--- src/rtl/rr_mux_n_pkg.sv ---
// Shared definitions for the rr_mux_n block.
//   MODE_FIXED / MODE_RR : encodings of the 'mode' input (0 = sel-driven, 1 = round-robin).
package rr_mux_n_pkg;
  localparam logic MODE_FIXED = 1'b0;
  localparam logic MODE_RR    = 1'b1;
endpackage

--- src/rtl/rr_arbiter.sv ---
// Combinational round-robin arbiter.
//   req       : per-channel request vector
//   ptr       : highest-priority channel index (must be < CHANNELS)
//   grant     : one-hot grant, zero when nothing requests
//   grant_idx : binary index of the granted channel
//   any       : at least one request present
module rr_arbiter #(
  parameter int CHANNELS = 8,
  parameter int PW       = $clog2(CHANNELS)
) (
  input  logic [CHANNELS-1:0] req,
  input  logic [PW-1:0]       ptr,
  output logic [CHANNELS-1:0] grant,
  output logic [PW-1:0]       grant_idx,
  output logic                any
);
  localparam logic [PW:0] CH = (PW+1)'(CHANNELS);

  logic [2*CHANNELS-1:0] dbl;
  logic [CHANNELS-1:0]   rot;
  logic [PW-1:0]         off;
  logic [PW:0]           sum;

  // Rotating a doubled request vector puts channel 'ptr' at bit 0, so the
  // lowest set bit is the first requester at or above ptr, modulo CHANNELS.
  assign dbl = {req, req} >> ptr;
  assign rot = dbl[CHANNELS-1:0];
  assign any = |rot;

  always_comb begin
    off = '0;
    for (int i = CHANNELS-1; i >= 0; i--)
      if (rot[i]) off = PW'(i);
    // Undo the rotation; explicit wrap because CHANNELS need not be a power of two.
    sum = {1'b0, ptr} + {1'b0, off};
    if (sum >= CH) sum = sum - CH;
    grant_idx = sum[PW-1:0];
    grant     = any ? (CHANNELS'(1) << grant_idx) : '0;
  end
endmodule

--- src/rtl/rr_mux_n.sv ---
// N-channel registered mux with valid/ready on every input and the output.
// Fixed (sel) or round-robin selection, one-entry output register with backpressure.
//   clk, rst_n (sync, active low)
//   mode, sel                : selection control
//   in_data/in_valid/in_ready: flattened per-channel inputs, channel i at [i*WIDTH +: WIDTH]
//   out_data/out_chan/out_valid/out_ready : registered output and its source channel
module rr_mux_n
  import rr_mux_n_pkg::*;
#(
  parameter int WIDTH    = 32,
  parameter int CHANNELS = 8,
  parameter int SEL_W    = $clog2(CHANNELS)
) (
  input  logic                      clk,
  input  logic                      rst_n,
  input  logic                      mode,
  input  logic [SEL_W-1:0]          sel,
  input  logic [CHANNELS*WIDTH-1:0] in_data,
  input  logic [CHANNELS-1:0]       in_valid,
  output logic [CHANNELS-1:0]       in_ready,
  output logic [WIDTH-1:0]          out_data,
  output logic [SEL_W-1:0]          out_chan,
  output logic                      out_valid,
  input  logic                      out_ready
);
  localparam int PW = $clog2(CHANNELS);

  logic [PW-1:0]       ptr;
  logic [CHANNELS-1:0] arb_grant, fix_grant;
  logic [PW-1:0]       arb_idx, fix_idx, g_idx;
  logic                arb_any, fix_any, g_any;
  logic                space, xfer;

  rr_arbiter #(.CHANNELS(CHANNELS), .PW(PW)) u_arb (
    .req       (in_valid),
    .ptr       (ptr),
    .grant     (arb_grant),
    .grant_idx (arb_idx),
    .any       (arb_any)
  );

  // Fixed select: compare against each legal index so an out-of-range sel
  // simply matches nothing instead of indexing past in_valid.
  always_comb begin
    fix_any   = 1'b0;
    fix_idx   = '0;
    fix_grant = '0;
    for (int i = 0; i < CHANNELS; i++)
      if (sel == SEL_W'(i) && in_valid[i]) begin
        fix_any      = 1'b1;
        fix_idx      = PW'(i);
        fix_grant[i] = 1'b1;
      end
  end

  assign g_any    = (mode == MODE_RR) ? arb_any : fix_any;
  assign g_idx    = (mode == MODE_RR) ? arb_idx : fix_idx;
  assign space    = !out_valid || out_ready;
  assign xfer     = rst_n && g_any && space;
  assign in_ready = xfer ? ((mode == MODE_RR) ? arb_grant : fix_grant) : '0;

  always_ff @(posedge clk) begin
    if (!rst_n) begin
      out_valid <= 1'b0;
      out_data  <= '0;
      out_chan  <= '0;
      ptr       <= '0;
    end else if (xfer) begin
      // A drain in the same cycle is implied: the register reloads, valid stays set.
      out_valid <= 1'b1;
      out_data  <= in_data[g_idx*WIDTH +: WIDTH];
      out_chan  <= SEL_W'(g_idx);
      if (mode == MODE_RR)
        ptr <= (g_idx == PW'(CHANNELS-1)) ? '0 : g_idx + 1'b1;
    end else if (out_ready) begin
      out_valid <= 1'b0;
    end
  end
endmodule

--- config.mk ---
export PLATFORM = sky130hd
export DESIGN_NAME = rr_mux_n
export DESIGN_NICKNAME = d
export VERILOG_FILES = /design/src/rtl/rr_mux_n_pkg.sv /design/src/rtl/rr_arbiter.sv /design/src/rtl/rr_mux_n.sv
export SDC_FILE = /design/constraint.sdc
export NUM_CORES = 1
export LEC_CHECK = 0
export BUFFER_PORTS_ARGS = -buffer_cell sky130_fd_sc_hd__buf_2
export CAP_MARGIN = 20
export CORE_MARGIN = 2
export CORE_UTILIZATION = 30
export DETAILED_ROUTE_END_ITERATION = 10
export PLACE_DENSITY = 0.65
export SETUP_SLACK_MARGIN = 0.4
export SYNTH_ARGS = -nofsm -noshare
export SYNTH_HDL_FRONTEND = slang
export SYNTH_HIERARCHICAL = 1
export SYNTH_SLANG_ARGS = --single-unit
export TNS_END_PERCENT = 20
--- constraint.sdc ---
create_clock -name clk -period 3.9 [get_ports clk]
set_input_delay 0.39 -clock clk [delete_from_list [all_inputs] [get_ports clk]]
set_output_delay 0.39 -clock clk [all_outputs]
set_load 0.005 [all_outputs]
**Yosys cells after proc, flatten, opt, wreduce, memory -nomap -nowiden**

Cells that the tools add are included.
W data, S select, Z words.

- Register bits: 39
- Output and inout port bits: 44
- Logic and storage cells: 74
- Input port bits: 271

- Add/subtract/negate cells: 3
- $lt $le $gt $ge: 1
- Multiplexer cells: 39
- Equality and inequality tests: 8
- Shifts and indexed selects: 3
- Reductions and logical operators: 16

Operators by type and width:

| kind | number |
|---|---|
| $shiftx A256 B9 Y32 | 1 |
| $mux W3 | 16 |
| $mux W8 | 3 |
| $mux W1 | 19 |
| $shr A16 B3 Y8 | 1 |
| $eq A3 B3 Y1 const B | 5 |
| $logic_and A1 B1 Y1 | 10 |
| $reduce_or A8 Y1 | 1 |
| $shl A1 B3 Y8 const A | 1 |
| $eq A3 B2 Y1 const B | 2 |
| $add A3 B3 Y4 | 1 |
| $ge A4 B4 Y1 const B | 1 |
| $add A3 B1 Y3 const B | 1 |
| $eq A3 B1 Y1 const B | 1 |
| $logic_not A3 Y1 | 1 |
| $sub A3 B1 Y3 const B | 1 |
| $mux W2 | 1 |
| $reduce_and A2 Y1 | 1 |
| $reduce_bool A2 Y1 | 1 |
| $logic_not A1 Y1 | 1 |
| $logic_or A1 B1 Y1 | 1 |

**Logic depth before layout (Yosys ltp)**

Gate-level depths: netlist (run 1).

- Depth after elaboration: 16
- Depth in mapped cells: 19
- Depth with buffers taken out: 15

**Hierarchy**

The synthesis (run 1) kept the hierarchy.

By module, submodules not included:

| module | area each (sq um) | cells an instance | sequential area each (sq um) | times used |
|---|---|---|---|---|
| rr_mux_n | 3377.0 | 309 | 780.7 | 1 |
| rr_arbiter | 864.6 | 107 | 0.0 | 1 |

**Worst setup path before layout (run 1)**

OpenSTA, ideal clock, no wires.

- Kind: flip-flop to flip-flop
- From: register ptr[1]
- To: register out_data[11]
- Required time: 3783 ps
- Period minus slack after synthesis: 3676 ps
- Slack: 224 ps
- Arrival time: 3559 ps
- Setup time: 117 ps
- Cell stages (with the launch flop): 18
- Path buffers: 4
- Cell sequence: dfxtp_1 > buf_2 > buf_2 > mux4_1 > a21oi_1 > nor3_1 > o31ai_1 > ha_1 > inv_1 > fa_1 > inv_1 > nand2_1 > o311ai_1 > buf_2 > buf_2 > mux4_2 > a22oi_1 > nand2_1

- Word-level cells in the longest chain between the ends: 14
- Elaborated cells on any way between the ends: 19
- Classes of those cells: 2 x add/sub; 1 x order compare; 2 x shift; 11 x mux; 3 x reduce/logical

Ends and longest elaborated chain:

| what | RTL line | source |
|---|---|---|
| start, declared | rr_mux_n.sv:28 | `logic [PW-1:0] ptr;` |
| start signal, assigned | rr_mux_n.sv:74 | `ptr <= (g_idx == PW'(CHANNELS-1)) ? '0 : g_idx + 1'b1;` |
| $shr A16 B3 Y8 | rr_arbiter.sv:26 | `assign dbl = {req, req} >> ptr;` |
| $mux W3 (8 in series) | rr_arbiter.sv:33 | `if (rot[i]) off = PW'(i);` |
| $add A3 B3 Y4 (*) | rr_arbiter.sv:35 | `sum = {1'b0, ptr} + {1'b0, off};` |
| $ge A4 B4 Y1 or $sub A3 B1 Y3 (tied branches) | rr_arbiter.sv:36 | `if (sum >= CH) sum = sum - CH;` |
| $mux W3 (*) | rr_arbiter.sv:36 |  |
| via arb_idx[1] | rr_mux_n.sv:30 | `logic [PW-1:0] arb_idx, fix_idx, g_idx;` |
| $mux W3 (*) | rr_mux_n.sv:57 | `assign g_idx = (mode == MODE_RR) ? arb_idx : fix_idx;` |
| $shiftx A256 B9 Y32 (*) | rr_mux_n.sv:71 | `out_data <= in_data[g_idx*WIDTH +: WIDTH];` |
| end signal, assigned | rr_mux_n.sv:71 |  |
| end, declared | rr_mux_n.sv:21 | `output logic [WIDTH-1:0] out_data,` |

Mark *: on every way through the listed nets, which the timed path passes. The rest lies on a longest branch.
A chain may end at the register's enable or synchronous reset.

**Worst setup path after layout (run 1)**

- From: register ptr[1]
- To: register out_data[28]

The elaborated chain is that of the path after synthesis.

==> results of run 1 <==
-- metal layers --
metal,up-vias,GRT usage
met3,22,0.05627
met1,2341,0.2707
met2,193,0.3888
met5,-,0
li1,2250,-
met4,4,0.05819
-- cell usage after synthesis (4+ instances only) --
cell type	count	share of area
clkbuf_1	9	0.0080
inv_1	8	0.0071
nor2_1	19	0.017
nor2b_1	7	0.010
buf_4	7	0.012
dfxtp_1	39	0.18
nor3_1	9	0.011
and2_1	5	0.0074
mux4_2	68	0.36
o21ai_0	9	0.011
nand3_1	4	0.0047
nand2_1	82	0.073
nand2b_1	9	0.013
mux2i_1	17	0.040
a22oi_1	33	0.058
mux2_2	4	0.011
a21oi_1	11	0.013
buf_2	21	0.025
-- how the worst min path moves through the flow --
stage                         to  depth (start not counted)  slack (ns)
floorplan            out_data[0]                          2        0.43
global placement    out_data[28]                          2        0.42
detailed placement  out_data[27]                          2        0.42
CTS                       ptr[1]                          2        0.43
global route        out_data[23]                          2        0.44
finish                    ptr[1]                          2        0.43
-- per-stage QoR --
step	hold slack (ns)	cell area [µm²]
after floorplan	0.4345	4253
after global placement	0.4197	6086
after detailed placement	0.4248	6086
after CTS	0.4273	6613
after global routing	0.4449	6735
final	0.4286	6735
-- worst max-delay path, cell delays in order, from the launching register on --
cell	delay [ns]
dfxtp_4	0.36
buf_12	0.13
buf_16	0.13
nor4b_4	0.26
nor4_2	0.06
a21oi_1	0.13
nor3_1	0.07
o31ai_1	0.25
ha_2	0.23
inv_2	0.04
fa_2	0.55
inv_2	0.05
nand2_2	0.08
o311ai_4	0.13
buf_12	0.19
buf_12	0.13
clkbuf_16	0.15
mux4_2	0.29
a22oi_1	0.15
nand2_1	0.08
-- power by group through the flow --
stage	clock network, W	logic, W	registers (W)
final	0.000417	0.00128	0.000525
after global routing	0.000440	0.00137	0.000534
after CTS	0.000428	0.00124	0.000525
after detailed placement	0	0.00110	0.000532
after global placement	0	0.00109	0.000530
after floorplan	0	0.000680	0.000536
-- kinds of logic after synthesis --
kind of cell / Yosys count / synth area share
buf+inv: 50 / 0.06195
flops: 39 / 0.1841
mux: 92 / 0.4286
xor+xnor: 3 / 0.006196
compound gates: 74 / 0.1330
simple gates: 154 / 0.1729
fa+ha+maj: 4 / 0.01327
-- what timing repair did --
action,4_1_cts,5_1_grt
gates cloned,5,1
resized for setup,32,12
pin swaps,13,13
buffers inserted,9,3
endpoints found under the setup margin,41,41
-- layout make-up --
type                    instances  area (µm²)  area share
clock inverters                 1       5.005   0.0007431
inverters                       8       30.03    0.004458
flip-flops and latches         39       788.3      0.1170
diodes                          1       2.502   0.0003715
multi-input cells             327        3379      0.5018
well taps                     180       225.2     0.03344
repair buffers                351        2166      0.3216
clock buffers                   6       138.9     0.02062
-- registers in the layout, indices dropped and copies added (netlist names) --
register and count:
out_valid 1, ptr 3, out_chan 3, out_data 32
==> metrics.yaml, run 1 <==
outcome:
  status: "finished clean"
cts:
  clkSlewWorstSetupHoldPaths_ns: 0.06
  worst_skew_pair.late_latency_ns: 0.29
  cts_tree: "built"
  cts.sinks: 39
  ctsRootBufferMaster: "clkbuf_16"
  numCtsBuffers: 5
  ctsLongestPathBuffers: 2
  hold_buffers: 0
  htree_levels: 2
setup_path:
  crit_fanout: 6
  endpoint_kind: "register"
  worstReg2RegEnd: "out_data[28]"
  r2r_slack_ns: 0.35
  path_class: "register to register"
  r2r_cells: 19
  r2r-start: "ptr[1]"
  crit_path_end: "out_data[28]"
  worstPathArrival_ns: 3.73
  cp-start-kind: "register"
  cp.required_ns: 4.08
  cp-startpoint: "ptr[1]"
drt:
  route.detailed.drc: 0
  wire_per_inst_um: 19.66
  vias: 4810
  topRoutingLayerUsed: "met5"
  post_drt_via_cell_ratio: 5.268
  wl_met2_um: 9213
  first_iter_violations: 239
  met3_length_um: 1510
  wl_met1_um: 6891
  drt_pre_antenna_iters: 4
  wl_um: 17950
  ant_nets: 0
logic_synthesis:
  ys_async_sr_fraction: 0
  ys_types: 55
  syn_area_per_cell_um2: 10.20
  synth_warnings: 6
  synth_area_mm2: 0.004242
  synth_fp_nets: 690
  seq_area_frac_synth: 0.1841
  synth_ff_type: "dfxtp_1"
  synth-seq-cells: 39
  synth_cells: 416
  synth_edf_count: 0
power:
  ir_drop_v: 0.0001595
  p_per_area_mw_per_mm2: 330.1
  leakage_nw: 3.084
  power.share.switching: 0.3424
  sequentialPowerShare: 0.236
  p_switching_w: 0.0007613
  p_clk_frac: 0.188
  comb_power_share: 0.576
  internal_power_w: 0.001462
  p_total_w: 0.002223
global_routing:
  grt_pass1_vias: 4742
  overflow: 0
  track_usage: 0.2220
  grt_max_degree: 33
  grt_antenna_before_repair: 3
  grt_first_pass_wirelength_um: 25390
placed_design:
  hpwl_um: 13860
  place_congestion: 0.8457
  dp.cells: 886
  port_buffers: 314
  place_worst_setup_slack_ns: 0.1329
cells_and_area:
  fillers: 1308
  mostFrequentLayoutCells: "314 x buf_2, 80 x nand2_1, 69 x mux4_2"
  post-route-util: 0.4871
  nets: 1006
  fin_cells: 913
  drive_gt1_frac: 0.6530
  mostFrequentLayoutCell: "buf_2"
  syn2layout_area_growth_pct: 58.79
timing:
  period_needed_ns: 3.548
  setup_tns_ns: 0
  slew_headroom: 0.3872
  max_freq_ghz: 0.2819
  setup_viol: 0
  hold_viol: 0
  maxSlewViolCount: 0
  worst_slack_ns: 0.3522
  rsz0062_at_grt: "yes"
  worst_pin_slew_ns: 0.9161
  finalCritPeriodShare: 0.9097
  fin_skew_ns: 0.007828
die:
  num_rows: 43
  die_area_mm2: 0.01511
  die_x_um: 122.9
  die_h_um: 122.9
  start_util: 0.3068
  io_pins: 315
  fp.coreArea_mm2: 0.01383
worst_hold_path:
  worst_hold_path_type: "input port to register"
  hold_start: "rst_n"
run:
  cap_violations: 0
Note: power is estimated with default switching activity, not from simulation.
==> inputs of run 2 (changes only) <==
Settings changed: RECOVER_POWER set to 25.
==> run 2 against run 1 <==
  * Global-route usage unchanged
  * Final cell count is the same
  * First-iteration DRC count down 8.8%
  * Sequential power about the same
==> metrics.yaml, run 2 (synthesis gave the netlist of run 1 again) <==
outcome:
  status: "finished clean"  # unchanged
die:
  fp.coreArea_mm2: 0.01383  # unchanged
  die_h_um: 122.9  # unchanged
  die_x_um: 122.9  # unchanged
  die_area_mm2: 0.01511  # unchanged
  start_util: 0.3068  # unchanged
  io_pins: 315  # unchanged
  num_rows: 43  # unchanged
power:
  internal_power_w: 0.001454  # was 0.001462 W
  comb_power_share: 0.575  # was 0.576
  p_clk_frac: 0.187  # was 0.188
  p_total_w: 0.002211  # was 0.002223 W
  sequentialPowerShare: 0.238  # was 0.236
  p_per_area_mw_per_mm2: 329.1  # was 330.1 mW/mm²
  p_switching_w: 0.0007567  # was 0.0007613 W
  leakage_nw: 3.032  # was 3.084 nW
  ir_drop_v: 0.0001567  # was 0.0001595 V
  power.share.switching: 0.3423  # was 0.3424
cells_and_area:
  nets: 1006  # unchanged
  mostFrequentLayoutCell: "buf_2"  # unchanged
  fillers: 1312  # was 1308
  reg_top3: "out_data (32), out_chan (3), ptr (3)"  # unchanged
  drive_gt1_frac: 0.6339  # was 0.6530
  mostFrequentLayoutCells: "300 x buf_2, 80 x nand2_1, 69 x mux4_2"  # was 314 x buf_2, 80 x nand2_1, 69 x mux4_2
  fin_cells: 913  # unchanged
  largest_reg_flops: 32  # unchanged
  regArea_um2: 788.3  # unchanged
  syn2layout_area_growth_pct: 58.38  # was 58.79%
  multi_input_comb_area_mm2: 0.003379  # unchanged
  largest_register: "out_data"  # unchanged
  post-route-util: 0.4858  # was 0.4871
setup_path:
  endpoint_kind: "register"  # unchanged
  path_cells: "buf_12, buf_16, nor4b_4, nor4_2, a21oi_1, nor3_1, o31ai_1, ha_2, inv_2, fa_2, inv_2, nand2_2, o311ai_4, buf_12, buf_12, clkbuf_16, mux4_2, a22oi_1, nand2_1"  # unchanged
  worst_path_max_delay_cell: "fa_2"  # unchanged
  cp_common_cell: "buf_12"  # unchanged
  cp_slowest_stage_delay_ns: 0.55  # about the same
  r2r_cells: 19  # unchanged
  crit_fanout: 6  # unchanged
  worstPathArrival_ns: 3.73  # about the same
  cp.required_ns: 4.08  # about the same
  cp-start-kind: "register"  # unchanged
  path_class: "register to register"  # unchanged
placed_design:
  hpwl_um: 13860  # unchanged
  place_congestion: 0.8457  # unchanged
  port_buffers: 314  # unchanged
  dp.cells: 886  # unchanged
drt:
  wire_per_inst_um: 19.65  # was 19.66 µm
  ant_nets: 0  # unchanged
  drt_pre_antenna_iters: 5  # was 4
  post_drt_via_cell_ratio: 5.306  # was 5.268
  wl_um: 17940  # was 17950 µm
  first_iter_violations: 218  # was 239
  vias: 4844  # was 4810
  route.detailed.drc: 0  # unchanged
run:
  cap_violations: 0  # unchanged
timing:
  max_freq_ghz: 0.2816  # was 0.2819 GHz
  setup_viol: 0  # unchanged
  maxSlewViolCount: 0  # unchanged
  worst_pin_slew_ns: 0.9646  # was 0.9161 ns
  slew_headroom: 0.3547  # was 0.3872
  hold_viol: 0  # unchanged
  rsz0062_at_grt: "yes"  # unchanged
  finalCritPeriodShare: 0.9104  # was 0.9097
  period_needed_ns: 3.551  # was 3.548 ns
  fin_skew_ns: 0.005715  # was 0.007828 ns
  setup_tns_ns: 0  # unchanged
  hold-worst-slack_ns: 0.4327  # was 0.4286 ns
global_routing:
  grt_max_degree: 33  # unchanged
  grt_antenna_before_repair: 3  # unchanged
  track_usage: 0.2220  # unchanged
  grt_first_pass_wirelength_um: 25390  # unchanged
  overflow: 0  # unchanged
  grt_pass1_vias: 4742  # unchanged
cts:
  numCtsBuffers: 5  # unchanged
  cts_tree: "built"  # unchanged
  worst_skew_pair.late_latency_ns: 0.29  # about the same
  clkSlewWorstSetupHoldPaths_ns: 0.06  # about the same
  ctsLongestPathBuffers: 2  # unchanged
  htree_levels: 2  # unchanged
  ctsRootBufferMaster: "clkbuf_16"  # unchanged
  cts.sinks: 39  # unchanged
worst_hold_path:
  worst_hold_path_type: "input port to register"  # unchanged
  holdPathStages: 2  # unchanged
-- run 2: area by class of cell --
cell class	instances	share of cell area
inverter	8	0.004470
antenna	1	0.0003725
tap	180	0.03353
multi-input combinational	327	0.5031
clock inverter	1	0.0007450
clock buffer	6	0.02067
sequential	39	0.1173
timing repair buffer	351	0.3198
-- run 2: layer usage --
layer | vias to the layer above | wire (µm) | global-route usage
met5 | - | 24 | 0
met4 | 4 | 313 | 0.05819
met3 | 22 | 1571 | 0.05627
met2 | 211 | 9204 | 0.3888
met1 | 2352 | 6826 | 0.2707
li1 | 2255 | - | -
-- run 2: worst max-delay path: cells and delay by family, from the launching register on --
kind	cells	cell delay (ns)
buffers and inverters	7	0.82
adders and majority gates	2	0.78
AOI/OAI and AO/OA	4	0.65
and+or+nand+nor	5	0.55
DFF	1	0.36
muxes	1	0.29
-- run 2: repair_timing --
| action | 4_1_cts | 5_1_grt |
|---|---|---|
| gates cloned | 5 | 1 |
| endpoints found under the setup margin | 41 | 41 |
| buffers inserted | 9 | 3 |
| resized for setup | 32 | 12 |
| pin swaps | 13 | 13 |
| hold buffers | 0 | 0 |
-- run 2: power groups by stage --
stage / sequential (W) / clock (W) / combinational (W)
2_1_floorplan: 0.000536 / 0 / 0.000680
3_3_place_gp: 0.000530 / 0 / 0.00109
3_5_place_dp: 0.000532 / 0 / 0.00110
4_1_cts: 0.000525 / 0.000428 / 0.00124
5_1_grt: 0.000536 / 0.000440 / 0.00136
6_report: 0.000526 / 0.000413 / 0.00127
-- run 2: path summary, 6_finish.rpt --
kind                      from      endpoint  slack [ns]
setup / recovery        ptr[1]  out_data[28]        0.35
hold / removal           rst_n        ptr[1]        0.43
setup reg to reg        ptr[1]  out_data[28]        0.35
hold reg to reg   out_data[22]  out_data[22]        0.43
-- run 2: through the flow --
stage	setup WS (ns)	area, µm²
after CTS	0.3874	6613
final	0.3493	6718
after floorplan	0.4113	4253
after detailed placement	0.1329	6086
after global routing	0.1838	6718
after global placement	0.1921	6086
